$ cat config.mk
export PLATFORM = sky130hd
export DESIGN_NAME = rtc_disp_scan
export DESIGN_NICKNAME = d
export VERILOG_FILES = /design/src/rtl/rtc_disp_scan.sv
export SDC_FILE = /design/constraint.sdc
export NUM_CORES = 1
export LEC_CHECK = 0
export ABC_CLOCK_PERIOD_IN_PS = 6700
export BUFFER_PORTS_ARGS = -buffer_cell sky130_fd_sc_hd__buf_2
export CAP_MARGIN = 20
export CORE_ASPECT_RATIO = 0.6
export CORE_MARGIN = 1.5
export CORE_UTILIZATION = 40
export CTS_BUF_LIST = sky130_fd_sc_hd__clkbuf_4 sky130_fd_sc_hd__clkbuf_8
export CTS_CLUSTER_SIZE = 10
export DETAILED_ROUTE_END_ITERATION = 16
export PLACE_DENSITY = 0.6
export RECOVER_POWER = 100
export SYNTH_ARGS = -nofsm -noshare
export SYNTH_HDL_FRONTEND = slang
export SYNTH_SLANG_ARGS = --single-unit
$ cat constraint.sdc
create_clock -name i_clk -period 6.7 [get_ports i_clk]
set_clock_uncertainty 0.1 [all_clocks]
set_input_delay 0 -clock i_clk [delete_from_list [all_inputs] [get_ports i_clk]]
set_output_delay 0 -clock i_clk [all_outputs]
set_load 0.02 [all_outputs]
$ cat src/rtl/rtc_disp_scan.sv
// rtc_disp_scan: six-digit time-multiplexed scan controller for the Nexys A7
// common-anode 7-segment display. Each digit owns a slot of SLOT_CYCLES clocks,
// the first BLANK_CYCLES of which keep every anode off to suppress ghosting.
// Segment codes and digit enables are frozen once per frame so a digit never
// changes part-way through a scan.
// Optional feature: define RTC_SCAN_DIM_EN to add the i_dim input, which halves
// the drive window of every slot.
module rtc_disp_scan #(
  parameter int SLOT_CYCLES  = 100000,
  parameter int BLANK_CYCLES = 1000
) (
  input  logic       i_clk,
  input  logic       i_rst_n,
  input  logic       i_enable,
  input  logic [7:0] i_segout1,
  input  logic [7:0] i_segout2,
  input  logic [7:0] i_segout3,
  input  logic [7:0] i_segout4,
  input  logic [7:0] i_segout5,
  input  logic [7:0] i_segout6,
  input  logic [5:0] i_digit_en,
`ifdef RTC_SCAN_DIM_EN
  input  logic       i_dim,
`endif
  output logic [7:0] o_an,
  output logic [7:0] o_seg,
  output logic       o_frame_done
);

  localparam int               CNT_W     = $clog2(SLOT_CYCLES);
  localparam logic [CNT_W-1:0] CNT_LAST  = CNT_W'(SLOT_CYCLES - 1);
  localparam logic [CNT_W-1:0] CNT_ONE   = CNT_W'(1);
  localparam logic [CNT_W-1:0] BLANK_END = CNT_W'(BLANK_CYCLES);
  localparam logic [2:0]       IDX_LAST  = 3'd5;
`ifdef RTC_SCAN_DIM_EN
  // When dimmed, a digit is only lit up to the midpoint of its drive window.
  localparam logic [CNT_W-1:0] DIM_END   =
    CNT_W'(BLANK_CYCLES + (SLOT_CYCLES - BLANK_CYCLES) / 2);
`endif

  typedef enum logic [1:0] {
    PH_BLANK,
    PH_DRIVE,
    PH_DIMMED
  } phase_t;

  logic [2:0]       idx, idx_nxt;
  logic [CNT_W-1:0] cnt, cnt_nxt;
  logic             load;
  logic [5:0][7:0]  seg_in, snap_seg, seg_nxt;
  logic [5:0]       snap_en, en_nxt;
  phase_t           phase_nxt;
  logic [7:0]       an_nxt, seg_out_nxt;
  logic             done_nxt;
`ifdef RTC_SCAN_DIM_EN
  logic             snap_dim, dim_nxt;
`endif

  // Digit 1 sits in the low byte so idx directly selects the code and anode.
  assign seg_in = {i_segout6, i_segout5, i_segout4, i_segout3, i_segout2, i_segout1};

  // Next slot position and next snapshot; the snapshot reloads at the frame start.
  always_comb begin
    load    = (idx == 3'd0) && (cnt == '0);
    seg_nxt = load ? seg_in : snap_seg;
    en_nxt  = load ? i_digit_en : snap_en;
`ifdef RTC_SCAN_DIM_EN
    dim_nxt = load ? i_dim : snap_dim;
`endif
    idx_nxt = idx;
    cnt_nxt = cnt + CNT_ONE;
    if (!i_enable) begin
      idx_nxt = 3'd0;
      cnt_nxt = '0;
    end else if (cnt == CNT_LAST) begin
      cnt_nxt = '0;
      idx_nxt = (idx == IDX_LAST) ? 3'd0 : idx + 3'd1;
    end
  end

  // Output values for the next cycle, derived from the next position so the
  // registered outputs line up with the idx/cnt they describe.
  always_comb begin
    phase_nxt = PH_DRIVE;
    if (cnt_nxt < BLANK_END) begin
      phase_nxt = PH_BLANK;
    end
`ifdef RTC_SCAN_DIM_EN
    else if (dim_nxt && (cnt_nxt >= DIM_END)) begin
      phase_nxt = PH_DIMMED;
    end
`endif
    an_nxt      = 8'hFF;
    seg_out_nxt = 8'hFF;
    done_nxt    = 1'b0;
    if (i_enable) begin
      if ((phase_nxt == PH_DRIVE) && en_nxt[idx_nxt]) begin
        an_nxt      = ~(8'h01 << idx_nxt);
        seg_out_nxt = seg_nxt[idx_nxt];
      end
      done_nxt = (idx_nxt == IDX_LAST) && (cnt_nxt == CNT_LAST);
    end
  end

  // Counter, snapshot and output registers with synchronous active-low reset.
  always_ff @(posedge i_clk) begin
    if (!i_rst_n) begin
      idx          <= 3'd0;
      cnt          <= '0;
      snap_seg     <= {6{8'hFF}};
      snap_en      <= 6'd0;
      o_an         <= 8'hFF;
      o_seg        <= 8'hFF;
      o_frame_done <= 1'b0;
    end else begin
      idx          <= idx_nxt;
      cnt          <= cnt_nxt;
      snap_seg     <= seg_nxt;
      snap_en      <= en_nxt;
      o_an         <= an_nxt;
      o_seg        <= seg_out_nxt;
      o_frame_done <= done_nxt;
    end
  end

`ifdef RTC_SCAN_DIM_EN
  // Dim flag is frozen alongside the rest of the snapshot.
  always_ff @(posedge i_clk) begin
    if (!i_rst_n) begin
      snap_dim <= 1'b0;
    end else begin
      snap_dim <= dim_nxt;
    end
  end
`endif

endmodule
* Word level (Yosys, flattened, before mapping)
Cells that the tools add are included.
Operators by class: muxes and demuxes 12, eq/ne operators 5, shift-type cells 1, bitwise logic cells 1, reductions and logical operators 7, add/sub/neg operators 2, $lt $le $gt $ge 2
Operator list (number):
- 48-bit 2-to-1 mux | 1
- 17-bit equality test (second input constant) | 2
- 17-bit 2-to-1 mux | 2
- 8-bit binary-select mux with 3-bit select | 1
- 17-bit by 1-bit adder with 17-bit output (second input constant) | 1
- 17-bit zero test | 1
- 17-bit by 10-bit less-than comparator with 1-bit output (second input constant) | 1
- 3-bit 2-to-1 mux | 3
- 8-bit 2-to-1 mux | 1
- 8-bit inverter | 1
- 1-bit by 3-bit << shifter with 8-bit output (first input constant) | 1
- 3-bit equality test (second input constant) | 2
- 6-bit 2-to-1 mux | 1
- 3-bit by 4-bit less-than comparator with 1-bit output (second input constant) | 1
- 3-bit by 1-bit adder with 3-bit output (second input constant) | 1
- 1-bit binary-select mux with 3-bit select | 1
- 1-bit logical AND | 3
- 3-bit zero test | 1
- 3-bit AND reduction | 1
- 2-bit by 1-bit equality test with 1-bit output (second input constant) | 1
- 1-bit 2-to-1 mux | 2
- 2-bit AND reduction | 1
Word-level totals: logic and storage cells 42, register bits 91, output and inout port bits 17

* Depth between registers and ports, before layout
depth after elaboration 8, depth in mapped cells 11

* Worst setup path after synthesis
No wires, ideal clock.
path kind reg2reg, start point reg cnt[8], end point reg o_an[0], setup time 138 ps, buffers on the path 2, stages on the path, launching flop included 11, path slack 3770 ps, period minus slack after synthesis 2930 ps, arrival time 2693 ps, cell sequence dfxtp_1 > buf_6 > or4_4 > nor4_4 > a21boi_0 > o21ai_1 > mux2i_1 > mux2i_1 > a211oi_2 > buf_6 > nand3_1
On the way: word-level cells in the longest chain between the ends 8, elaborated cells between the ends (all ways) 18, classes of those cells add/sub: 1; order compare: 1; eq/ne: 2; shift: 1; mux: 8; bitwise: 1; reduce/logical: 4
Ends and longest elaborated chain:
- from (decl) | line 48 | logic [CNT_W-1:0] cnt, cnt_nxt;
- from (signal assigned) | line 117 | cnt <= cnt_nxt;
- 17-bit by 1-bit adder with 17-bit output / 17-bit equality test (equally long branches) | line 71, 75
- 17-bit 2-to-1 mux | line 75 | end else if (cnt == CNT_LAST) begin
- 17-bit 2-to-1 mux | line 72 | if (!i_enable) begin
- 17-bit by 10-bit less-than comparator with 1-bit output | line 85 | if (cnt_nxt < BLANK_END) begin
- 1-bit 2-to-1 mux | line 85
- 2-bit by 1-bit equality test with 1-bit output | line 97 | if ((phase_nxt == PH_DRIVE) && en_nxt[idx_nxt]) begin
- 1-bit logical AND | line 97
- 3-bit AND reduction (no source line)
- to (signal assigned) | line 120 | o_an <= an_nxt;
- to (decl) | line 25 | output logic [7:0] o_an,
Several ways; a longest one is shown, not always the timed one. The select of a mux whose other input is x is not followed. A chain may end at the register's enable or synchronous reset.

* Worst setup path after layout
start point reg cnt[6], end point reg o_seg[6]
On the way: word-level cells in the longest chain between the ends 8, elaborated cells between the ends (all ways) 19, classes of those cells add/sub: 1; order compare: 1; eq/ne: 2; mux: 11; reduce/logical: 4
Ends and longest elaborated chain:
- 17-bit by 1-bit adder with 17-bit output / 17-bit equality test (equally long branches) | line 71, 75
- 17-bit 2-to-1 mux | line 75
- 17-bit 2-to-1 mux | line 72
- 17-bit by 10-bit less-than comparator with 1-bit output | line 85
- 1-bit 2-to-1 mux | line 85
- 2-bit by 1-bit equality test with 1-bit output | line 97
- 1-bit logical AND | line 97
- 3-bit AND reduction (no source line)
- to (signal assigned) | line 121 | o_seg <= seg_out_nxt;
- to (decl) | line 26 | output logic [7:0] o_seg,
Several ways; a longest one is shown, not always the timed one. The select of a mux whose other input is x is not followed.

==> impl_metrics.toml <==
[outcome]
status = "finished with violations"
failed_checks = "capacitance limit, slew limit"

[worst_setup_path]
cp.required_ns = 6.77
startpoint_type = "register"
cp.arrival_ns = 5.00
cp_max_fo = 14
critPathKind = "reg -> reg"
rrSetupSlack_ns = 1.77
cp-end-kind = "register"
r2r-start = "cnt[6]$_SDFF_PN0_"
r2r_end = "o_seg[6]$_SDFF_PN1_"
rr_worst_depth = 8

[route]
totalWireLength_mm = 10.5
first_pass_iters = 5
initialDrtViolationCount = 289
wl_per_cell_um = 15.2
drtAntennaViolNets = 0
drc = 0
vias_per_cell = 5.08
via_count = 3496

[min_path]
min_to = "snap_seg[41]$_SDFF_PN1_"
min_path_cells = 2
hp-class = "in -> reg"
min_from = "i_rst_n"

[cts]
clk_pin_slew_ns = 0.10
cts.path.max_buffers = 2
cts_buffers = 9
postCtsSetupBuffers = 0
cts_max_level = 3
cts_resized = 0
root_buffer = "clkbuf_8"
tritoncts = "built"
cts.sinks = 91
clk_latency_ns = 0.36
cts_hold_buf = 55

[logic_synthesis]
synth-seq-cells = 91
synthesis.area_um2 = 3950
async_reset_ff_frac = 0
seq_area_frac_synth = 0.462
synth_edf_count = 0
yosys_warnings = 0
yosysUniqueCellTypes = 45
ys.flop_type = "dfxtp_1"
netlist_instances = 443
synth_area_per_cell_um2 = 8.91
synth_largest_area_cell = "dfxtp_1"
post-synth-top-count-cell = "dfxtp_1"
synth.top_cell.area_share = 0.462
synth.area.top_cells = "dfxtp_1 (46%), mux2i_1 (13%), nand2_1 (7.3%), nor2_1 (3.7%), o22ai_1 (2.9%)"
synthTopCellsByCount = "dfxtp_1 (91), nand2_1 (77), mux2i_1 (52)"

[layout]
num_antenna_cells = 0
drive_gt1_frac = 0.143
seqCellArea_um2 = 1820
multi_input_area_um2 = 1930
fillers = 845
final_cells = 688
final_net_count = 612
synthToLayoutAreaGrowth_pct = 28.4

[sta]
finalSetupTns_ns = 0
finalSetupViolations = 0
worst_pin_slew_ns = 1.76
finalCritPeriodShare = 0.735
drv_slew = 56
period_minus_slack_ns = 4.93
max-slew-margin-rel = -0.173
rsz0062_at_grt = "no"
hold_violations = 0
max_freq_mhz = 203

[place]
place_congestion = 0.980
dp_hpwl_mm = 7.10
dp_cells = 616
portBuffers = 73

[job]
max_cap_violations = 3

[power]
intPower_w = 0.000831
vdd_drop_max_mv = 0.121
power.leakage_nw = 2.02
pwr-share-comb = 0.126
p_sw_w = 0.000271
sw_frac_of_total = 0.246
power.density_nw_per_um2 = 218
clock_power_share = 0.353
seqPwrFrac = 0.521

[die]
initial_core_util = 0.422
core_um2 = 9360
boundaryPins = 74
die-area_um2 = 10500
die-width_um = 131
die_h_um = 79.9
rows = 27

[grt]
grt_overflow = 0
grt_pass1_vias = 3240
grt_max_degree = 52
grt_usage = 0.206
antenna_found_initial = 0
grt_pass1_wl_mm = 16.8
## per-stage QoR
| stage | hold slack [ns] | instance area (um^2) | utilization | worst slack [ns] | power (W) |
|---|---|---|---|---|---|
| 3_5_place_dp | 0.118 | 4350 | 0.465 | 2.86 | 0.000698 |
| 3_3_place_gp | 0.108 | 4350 | 0.465 | 2.98 | 0.000696 |
| 2_1_floorplan | 0.0242 | 3950 | - | 3.77 | 0.000660 |
| 6_report | 0.121 | 5060 | 0.541 | 1.77 | 0.00110 |
| 4_1_cts | 0.120 | 5110 | 0.546 | 2.84 | 0.00111 |
| 5_1_grt | 0.131 | 5060 | 0.541 | 1.19 | 0.00115 |
## area by class of cell
type | instances | share of cell area
multi-input combinational | 313 | 0.382
tap | 130 | 0.0321
clock buffer | 11 | 0.0299
clock inverter | 5 | 0.0119
timing repair buffer | 131 | 0.180
inverter | 7 | 0.00519
sequential | 91 | 0.360
## critical path, stage by stage (launching register included)
cell      delay, ns
dfxtp_1        0.42
or4b_2         0.71
nor4_1         0.69
a21boi_0       0.25
o21ai_0        0.75
mux2i_1        0.27
mux2i_1        0.09
a211oi_1       1.20
o21ai_0        0.26
## layout by cell type (no fill, tap or decap), types with 12 or more instances in the layout
| cell type | synthesis | layout |
|---|---|---|
| o22ai_1 | 18 | 18 |
| buf_2 | 2 | 56 |
| clkbuf_1 | 23 | 19 |
| nor4_1 | 11 | 12 |
| nand2_1 | 77 | 77 |
| nor2_1 | 39 | 39 |
| dlygate4sd3_1 | 0 | 55 |
| dfxtp_1 | 91 | 91 |
| nand3_1 | 18 | 18 |
| a21oi_1 | 15 | 15 |
| mux2i_1 | 52 | 52 |
## state kept, by name, summed over array words and instances (netlist names)
signal and cells:
cnt 17, snap_seg 48, idx 3, o_an 8, o_frame_done 1, snap_en 6
o_seg 8
## power by group through the flow
| stage | clock network [W] | logic [W] | registers [W] |
|---|---|---|---|
| finish | 0.000389 | 0.000139 | 0.000574 |
| global route | 0.000420 | 0.000152 | 0.000577 |
| CTS | 0.000399 | 0.000136 | 0.000574 |
| detailed placement | 0 | 0.000111 | 0.000587 |
| global placement | 0 | 0.000110 | 0.000586 |
| floorplan | 0 | 0.0000750 | 0.000585 |
## cell families after synthesis
kind of cell               count (synthesis)  synth area share
DFF                                       91             0.462
xor gates and xnor gates                  18            0.0400
muxes                                     54             0.138
adders and majority gates                  2           0.00634
other                                      1          0.000951
AOI/OAI and AO/OA                         54            0.0894
buffers and inverters                     40            0.0435
and+or+nand+nor                          183             0.220
## routing by layer
| layer | GRT usage | part of all wire |
|---|---|---|
| met1 | 0.304 | 0.52 |
| met2 | 0.296 | 0.40 |
| met3 | 0.0546 | 0.076 |
| met4 | 0.0483 | 0.0046 |
| met5 | 0 | 0 |
## how the worst max path moves through the flow
stage,start,endpoint,slack [ns]
after floorplan,cnt[8]$_SDFF_PN0_,o_an[0]$_SDFF_PN1_,3.77
after global placement,cnt[6]$_SDFF_PN0_,o_seg[3]$_SDFF_PN1_,2.98
after detailed placement,cnt[0]$_SDFF_PN0_,o_seg[4]$_SDFF_PN1_,2.86
after CTS,cnt[0]$_SDFF_PN0_,o_seg[4]$_SDFF_PN1_,2.84
after global routing,cnt[0]$_SDFF_PN0_,o_seg[4]$_SDFF_PN1_,1.19
final,cnt[6]$_SDFF_PN0_,o_seg[6]$_SDFF_PN1_,1.77
Power figures use the tool's default switching activity.
